### src/rtl/spi_slave_core.sv
// spi_slave_core: oversampled SPI slave with a valid/ready host port, all logic in the clk domain
// Ports: clk, rst (sync, active high); ss_n/sclk/mosi pad inputs; miso/miso_oe pad outputs;
//   cfg_cpol/cfg_cpha/cfg_lsb mode and bit order, latched on select; tx_data/tx_valid/tx_ready
//   transmit holding register; rx_data/rx_valid received word; busy, tx_underrun, frame_abort status.
module spi_slave_core #(
   parameter int CHAR_LEN    = 32,
   parameter int SYNC_STAGES = 2
) (
   input  logic                clk,
   input  logic                rst,
   input  logic                ss_n,
   input  logic                sclk,
   input  logic                mosi,
   output logic                miso,
   output logic                miso_oe,
   input  logic                cfg_cpol,
   input  logic                cfg_cpha,
   input  logic                cfg_lsb,
   input  logic [CHAR_LEN-1:0] tx_data,
   input  logic                tx_valid,
   output logic                tx_ready,
   output logic [CHAR_LEN-1:0] rx_data,
   output logic                rx_valid,
   output logic                busy,
   output logic                tx_underrun,
   output logic                frame_abort
);
   localparam int CW = $clog2(CHAR_LEN + 1);
   typedef enum logic [1:0] {IDLE, ACTIVE, DONE} state_t;
   state_t state, state_nx;
   logic [SYNC_STAGES-1:0] ss_sync, sclk_sync, mosi_sync;
   logic ss_d, sclk_d, ss_s, sclk_s, mosi_s;
   logic ss_fall, ss_rise, sclk_rise, sclk_fall, sample, shift, load, xfer;
   logic cpol, cpha, lsb, hold_full;
   logic [CHAR_LEN-1:0] tx_shift, rx_shift, hold_data;
   logic [CW-1:0] bit_cnt;
   always_comb begin
      ss_s      = ss_sync[SYNC_STAGES-1];
      sclk_s    = sclk_sync[SYNC_STAGES-1];
      mosi_s    = mosi_sync[SYNC_STAGES-1];
      ss_fall   = ss_d & ~ss_s;
      ss_rise   = ~ss_d & ss_s;
      sclk_rise = ~sclk_d & sclk_s;
      sclk_fall = sclk_d & ~sclk_s;
      sample    = state == ACTIVE && ((cpol ^ cpha) ? sclk_fall : sclk_rise);
      // a shift edge at bit_cnt 0 is either the cpha=1 lead edge (bit 0 already presented)
      // or the trailing edge of the previous back-to-back frame; neither may advance
      shift     = state == ACTIVE && bit_cnt != '0 && ((cpol ^ cpha) ? sclk_rise : sclk_fall);
      load      = (state == IDLE && ss_fall) || (state == DONE && !ss_s);
      tx_ready  = !hold_full;
      xfer      = tx_valid && tx_ready;
      busy      = state != IDLE;
      miso_oe   = busy;
      miso      = busy && (lsb ? tx_shift[0] : tx_shift[CHAR_LEN-1]);
      state_nx  = ss_rise ? IDLE :
                  (state == IDLE && ss_fall) ? ACTIVE :
                  (sample && bit_cnt == CW'(CHAR_LEN - 1)) ? DONE :
                  (state == DONE) ? (ss_s ? IDLE : ACTIVE) : state;
   end
   always_ff @(posedge clk) begin
      if (rst) begin
         ss_sync   <= '1;
         sclk_sync <= '0;
         mosi_sync <= '0;
         ss_d      <= 1'b1;
         sclk_d    <= 1'b0;
      end else begin
         ss_sync   <= {ss_sync[SYNC_STAGES-2:0], ss_n};
         sclk_sync <= {sclk_sync[SYNC_STAGES-2:0], sclk};
         mosi_sync <= {mosi_sync[SYNC_STAGES-2:0], mosi};
         ss_d      <= ss_s;
         sclk_d    <= sclk_s;
      end
   end
   always_ff @(posedge clk) begin
      if (rst) state <= IDLE;
      else state <= state_nx;
   end
   always_ff @(posedge clk) begin
      if (rst) begin
         {cpol, cpha, lsb} <= '0;
         hold_full   <= 1'b0;
         hold_data   <= '0;
         tx_shift    <= '0;
         rx_shift    <= '0;
         bit_cnt     <= '0;
         rx_data     <= '0;
         rx_valid    <= 1'b0;
         tx_underrun <= 1'b0;
         frame_abort <= 1'b0;
      end else begin
         rx_valid    <= state == DONE;
         tx_underrun <= load && !hold_full;
         frame_abort <= state == ACTIVE && ss_rise && bit_cnt != '0 && bit_cnt < CW'(CHAR_LEN);
         hold_full   <= xfer || (hold_full && !load);
         if (xfer) hold_data <= tx_data;
         if (state == IDLE && ss_fall) {cpol, cpha, lsb} <= {cfg_cpol, cfg_cpha, cfg_lsb};
         if (state == DONE) rx_data <= rx_shift;
         if (load) begin
            tx_shift <= hold_full ? hold_data : '0;
            bit_cnt  <= '0;
         end else begin
            if (sample) begin
               rx_shift <= lsb ? {mosi_s, rx_shift[CHAR_LEN-1:1]} : {rx_shift[CHAR_LEN-2:0], mosi_s};
               if (bit_cnt < CW'(CHAR_LEN)) bit_cnt <= bit_cnt + 1'b1;
            end
            if (shift) tx_shift <= lsb ? tx_shift >> 1 : tx_shift << 1;
         end
      end
   end
endmodule

### config.mk
export PLATFORM = sky130hd
export DESIGN_NAME = spi_slave_core
export DESIGN_NICKNAME = d
export VERILOG_FILES = /design/src/rtl/spi_slave_core.sv
export SDC_FILE = /design/constraint.sdc
export NUM_CORES = 1
export LEC_CHECK = 0
export CAP_MARGIN = 20
export CORE_MARGIN = 2
export CORE_UTILIZATION = 40
export DETAILED_ROUTE_END_ITERATION = 10
export MAX_ROUTING_LAYER = met4
export PLACE_DENSITY = 0.67
export SLEW_MARGIN = 0
export SYNTH_ARGS = -nofsm -noshare
export SYNTH_HDL_FRONTEND = slang
export SYNTH_SLANG_ARGS = --single-unit
### constraint.sdc
create_clock -name clk -period 1.8 [get_ports clk]
set_clock_uncertainty 0.05 [all_clocks]
set_input_delay 0.18 -clock clk [delete_from_list [all_inputs] [get_ports clk]]
set_output_delay 0.18 -clock clk [all_outputs]
set_load 0.1 [all_outputs]
== Word-level counts from Yosys, hierarchy flattened ==
Cells that the tools add are included.
Storage, ports and cells
  logic and storage cells: 75
  input port bits: 41
  register bits after elaboration: 151
  output and inout port bits: 39
Operators by class
  order comparisons: 1
  eq/ne operators: 3
  mux-type cells: 12
  bitwise gates (word level): 10
  reduce and logical (&&, ||, !) cells: 29
  add/subtract/negate cells: 1
Operators with widths (number)
  32-bit 2-to-1 mux: 5
  1-bit logical AND: 13
  6-bit by 1-bit adder with 6-bit output, second input constant: 1
  6-bit by 5-bit == test with 1-bit output, second input constant: 1
  6-bit < comparator, second input constant: 1
  2-bit nonzero test: 3
  6-bit nonzero test: 1
  1-bit 2-to-1 mux: 5
  1-bit inverter: 5
  1-bit AND: 4
  2-bit 2-to-1 mux: 2
  2-bit AND reduction: 2
  2-bit OR reduction: 2
  1-bit logical NOT: 3
  3-bit nonzero test: 1
  3-bit OR reduction: 1
  2-bit by 1-bit == test with 1-bit output, second input constant: 1
  2-bit == test, second input constant: 1
  2-bit logical NOT: 1
  1-bit logical OR: 2
  1-bit XOR: 1

== Longest topological paths before layout ==
  depth after elaboration: 7
  depth in mapped cells: 6
  gate-level depth less buffers: 5

== Worst setup path before layout ==
Ideal clock, no wire load.
  kind: register -> output
  start point: register lsb
  end point: output miso
  path slack: -0.724 ns
  stages on the path, launching flop included: 6
  arrival time: 2.294 ns
  cells stage by stage: dfxtp_1 > buf_2 > buf_2 > buf_2 > mux2i_1 > nor2_1
On the way
  longest elaborated chain between the ends: 2
RTL lines
  start: declaration: line 34  | logic cpol, cpha, lsb, hold_full;
  start signal: assignment: line 97  | if (state == IDLE && ss_fall) {cpol, cpha, lsb} <= {cfg_cpol, cfg_cpha, cfg_lsb};
  1-bit 2-to-1 mux: line 54  | miso = busy && (lsb ? tx_shift[0] : tx_shift[CHAR_LEN-1]);
  1-bit logical AND: line 54
  end: declaration: line 14  | output logic miso,
No other way between the ends.

== Worst setup path in the final report ==
  start point: register state[0]
  end point: output miso_oe
On the way
  longest elaborated chain between the ends: 1
RTL lines
  start: declaration: line 30  | state_t state, state_nx;
  start signal: assignment: line 77  | else state <= state_nx;
  2-bit nonzero test: line 52  | busy = state != IDLE;
  end: declaration: line 15  | output logic miso_oe,
No other way between the ends.

==> results.txt <==
* Number of top-level pins: 80
* CP endpoint kind: primary output
* Cell seen most often among critical-path stages: sky130_fd_sc_hd__buf_4
- Layout cell share with drive strength beyond 1: 21.1%
- Deepest clock path buffer count: 2
* Register-to-register setup slack: 0.09 ns
- Total vias in the final route: 5,503
- Number of distinct standard cells referenced by the synthesized netlist: 48
* Endpoint, Worst Hold: hold_data[8]$_SDFFE_PP0P_
- Worst stage delay on the critical path: 0.36 ns
* Critical Path RT: 1.57 ns
- After legalization and detailed placement, the total HPWL measured 9.73 mm.
- Of the post-synthesis cell area, the dominant cell type holds 44.4%.
* Source-to-sink clock delay at the later pin of the worst-skew pair: 0.42 ns
- Via count of the first global-routing pass: 5,217
- Register area share after synthesis: 44.4%
* Clock tree from TritonCTS: built
- Setup WS post-layout: 0.0605 ns
- During placement, the flow inserted port buffers numbering 79.
- The tightest min-delay check is of the in2reg type.
* Combinational share of power: 7.5%
- Netlist Area Pre-Place: 0.00681 sq mm
- The congestion estimate from routability-driven global placement came to 0.757.
- The flow ran to the end, and the final reports show no timing, DRC or antenna violations.
- Ranking of synthesized cells by area: sky130_fd_sc_hd__dfxtp_1 (44%), sky130_fd_sc_hd__mux2i_1 (10%), sky130_fd_sc_hd__nand2_1 (8.3%)
* Die Area: 0.0181 sq mm
- Die span in y: 134 microns
* Number of H-tree branching levels: 4
* Number of iterations in the first detailed-routing pass: 4
* Total routing usage reported by global routing: 18.2%
- Setup slack after placement: -0.0268 ns
- Fraction of registers with async set or reset after synthesis: 0%
- Sequential cells account for 43.6% of the total power.
* Post-detailed-routing wire length: 15.6 mm
- At the end of the flow, the number of nets in the layout was 854.
* Post-Syn Area per Cell: 9.22 sq um
- In this run the critical register-to-register path is launched from cpha$_SDFFE_PP0P_.
- STA puts the critical path data arrival time at 1.51 ns.
- In this run the power spent charging and discharging nets is 1.77 mW.
* Num CTS Buffers: 17
* Wirelength per Cell: 14.9 microns
- The internal portion of the total power is 6.19 mW.
- Finish-stage setup viols: 0
- Setup repair after global routing could not meet its margin everywhere.
* Cell with the biggest individual delay on the critical path: sky130_fd_sc_hd__dfxtp_2
* Per-cell via count in the routed design: 5.27
- Total nets after synthesis: 781
- Entering global routing, the biggest net connects 73 pins.
- Placeable core region: 0.0166 sq mm
* Clock share of power: 49.0%
* Static power due to leakage: 2.99 nW
- For this run, the number of Yosys warnings is 0.
- Max-cap violations in this run came to 0.
- sky130_fd_sc_hd__dfxtp_1 takes more of the synthesized area than any other cell.
- Starting density of the core: 41.0%
- The number of slew-limit violations in the final report came to 0.
- Worst path buffer plus inverter count: 4
* Initial antenna violation count: 0
- Count of final hold-check violations: 0
- Counting flops and latches in the post-synthesis netlist gives 151.
* Worst-margin pin slew: 0.499 ns
- Max transition margin: 66.7%
* Global-route wire length before repair: 26.0 mm
- Min Clock Period, post-route: 1.74 ns
- Share of the cycle needed by the critical path after routing: 96.6%
- Number of synthesized flops with an enable pin: 0
- Number of instances on the worst hold path: 3
* Count of antenna-violating nets left after detailed routing: 0
* Most common library cell in the layout ignoring fill and taps: sky130_fd_sc_hd__nand2_1
- Violation count after the first detailed-route iteration: 436
- Dividing total power by cell area gives a power density of 904 mW/mm^2.
* Drc violations: 0
- Min Hold Slack: 0.253 ns
- Clock tree synthesis found a total of 151 sinks.
- Cells after synthesis: 738
* Commonest cells after routing, fill and taps aside: sky130_fd_sc_hd__nand2_1 (151), sky130_fd_sc_hd__dfxtp_1 (147), sky130_fd_sc_hd__a21oi_1 (98), sky130_fd_sc_hd__mux2i_1 (67), sky130_fd_sc_hd__buf_4 (60)
- After floorplanning, the core was divided into 47 placement rows.
- Cell depth of the worst flop-to-flop path: 5
- Global routing finished with a remaining overflow of 0.
* Terminus of the critical flop-to-flop path: tx_shift[7]$_SDFFE_PP0P_
- Clock tree synthesis selected as its root buffer the cell sky130_fd_sc_hd__clkbuf_16.
* Critical path type: reg2out
* Number of inserted filler cells in the final layout: 1,526
* Hold path startpoint: tx_data[8]
- For this run, the leading register cell type out of synthesis is sky130_fd_sc_hd__dfxtp_1.
- Sw frac: 22.3%
* Critical path cell sequence: buf_4 > nor2_4 > clkinvlp_4 > buf_4 > buf_12
* Highest clock rate: 575 MHz
* Crit path launch type: flop
- Area growth syn-to-layout: 29.4%
* Horizontal die dimension: 134 microns
- After clock tree synthesis, the clock-pin slew on the worst setup and hold paths is 0.06 ns.
- Worst voltage drop across the vdd grid: 0.675 mV
- Max FO, Critical Path: 8
* Ant diodes: 0
- Cell family with most CP delay: buffers and inverters
-- metal layers --
layer	part of all wire [%]	track usage [%]
met1	49	24.7
met2	45	26.7
met3	3.8	3.44
met4	1.8	6.90
met5	0	-
-- through the flow --
step                      utilization [%]  power (mW)  area, sq um  setup TNS (ns)  instances
after CTS                            52.7        8.04         8740               0       1041
final                                53.1        7.96         8800               0       1044
after detailed placement             48.7        4.12         8070         -0.0268       1008
after global placement               48.7        4.12         8070               0       1008
after global routing                 53.1        8.25         8800         -0.0383       1044
after floorplan                         -        3.89         6890          -0.712        738
-- state kept, by name, indices dropped and copies added, names as in the netlist --
name / flops
rx_valid: 1
hold_full: 1
frame_abort: 1
state: 2
cpol: 1
lsb: 1
ss_d: 1
tx_underrun: 1
mosi_sync: 2
tx_shift: 32
sclk_sync: 2
cpha: 1
sclk_d: 1
rx_data: 32
bit_cnt: 6
rx_shift: 32
ss_sync: 2
hold_data: 32
-- Yosys cell counts (2+ instances only) --
cell type / n
sky130_fd_sc_hd__nor2b_1: 27
sky130_fd_sc_hd__buf_4: 2
sky130_fd_sc_hd__a2111oi_4: 8
sky130_fd_sc_hd__or2_2: 4
sky130_fd_sc_hd__buf_2: 19
sky130_fd_sc_hd__buf_1: 2
sky130_fd_sc_hd__nand4_1: 3
sky130_fd_sc_hd__a211o_1: 13
sky130_fd_sc_hd__nand2b_1: 6
sky130_fd_sc_hd__a211oi_2: 8
sky130_fd_sc_hd__nand3_1: 2
sky130_fd_sc_hd__and3_1: 2
sky130_fd_sc_hd__nand2_1: 151
sky130_fd_sc_hd__nor3_1: 3
sky130_fd_sc_hd__clkbuf_1: 39
sky130_fd_sc_hd__inv_1: 6
sky130_fd_sc_hd__buf_6: 4
sky130_fd_sc_hd__nor4_2: 2
sky130_fd_sc_hd__mux2i_1: 68
sky130_fd_sc_hd__a2111oi_0: 9
sky130_fd_sc_hd__ha_1: 2
sky130_fd_sc_hd__a22oi_1: 17
sky130_fd_sc_hd__nor2_1: 12
sky130_fd_sc_hd__nand4b_1: 3
sky130_fd_sc_hd__a211oi_1: 54
sky130_fd_sc_hd__mux2i_4: 2
sky130_fd_sc_hd__dfxtp_1: 151
sky130_fd_sc_hd__a21oi_1: 98
sky130_fd_sc_hd__nor3_2: 2
-- area by class of cell --
cell class,count,area (sq um),share of cell area (%)
well taps,220,275,3.13
clock inverters,11,168,1.90
clock buffers,21,492,5.59
inverters,6,30.0,0.341
repair buffers,120,1250,14.2
flip-flops and latches,151,3030,34.4
multi-input cells,515,3560,40.4
-- cell families after synthesis --
| kind of cell | Yosys count | share of synthesized area [%] |
|---|---|---|
| fa+ha+maj | 2 | 0.368 |
| mux | 71 | 10.9 |
| compound gates | 216 | 23.8 |
| flops | 151 | 44.4 |
| buf+inv | 72 | 4.87 |
| simple gates | 224 | 15.4 |
| xor+xnor | 2 | 0.368 |
-- worst max-delay path by stage --
stage                                       start                   endpoint  slack (ns)  cells past startpoint
after floorplan              hold_full$_SDFF_PP0_  tx_shift[20]$_SDFFE_PP0P_       -0.09                      6
after global placement    sclk_sync[1]$_SDFF_PP0_  tx_shift[16]$_SDFFE_PP0P_        0.04                      5
after detailed placement  sclk_sync[1]$_SDFF_PP0_  tx_shift[16]$_SDFFE_PP0P_       -0.03                      5
after CTS                   state[0]$_SDFFE_PP0P_                    miso_oe       0.001                      5
after global routing            cpha$_SDFFE_PP0P_  tx_shift[14]$_SDFFE_PP0P_       -0.02                      5
final                       state[0]$_SDFFE_PP0P_                    miso_oe        0.06                      5
-- timing repair --
item | CTS | global route
hold endpoints to repair | 1 | 0
endpoints found under the setup margin | 3 | 33
hold buffers | 1 | 0
gates resized for setup | 2 | 9
buffers inserted | 0 | 3
pin swaps | 0 | 1
-- power groups by stage --
| stage | sequential, mW | combinational, mW | clock, mW |
|---|---|---|---|
| after floorplan | 3.52 | 0.365 | 0 |
| after global placement | 3.54 | 0.580 | 0 |
| after detailed placement | 3.54 | 0.585 | 0 |
| after CTS | 3.47 | 0.589 | 3.98 |
| after global routing | 3.47 | 0.646 | 4.12 |
| final | 3.47 | 0.593 | 3.90 |
-- tightest hold or removal path, cell delays in order --
cell and delay (ns):
sky130_fd_sc_hd__clkdlybuf4s50_1 0.39, sky130_fd_sc_hd__nand2_1 0.06, sky130_fd_sc_hd__a21oi_1 0.05
Note: power is estimated with default switching activity, not from simulation.
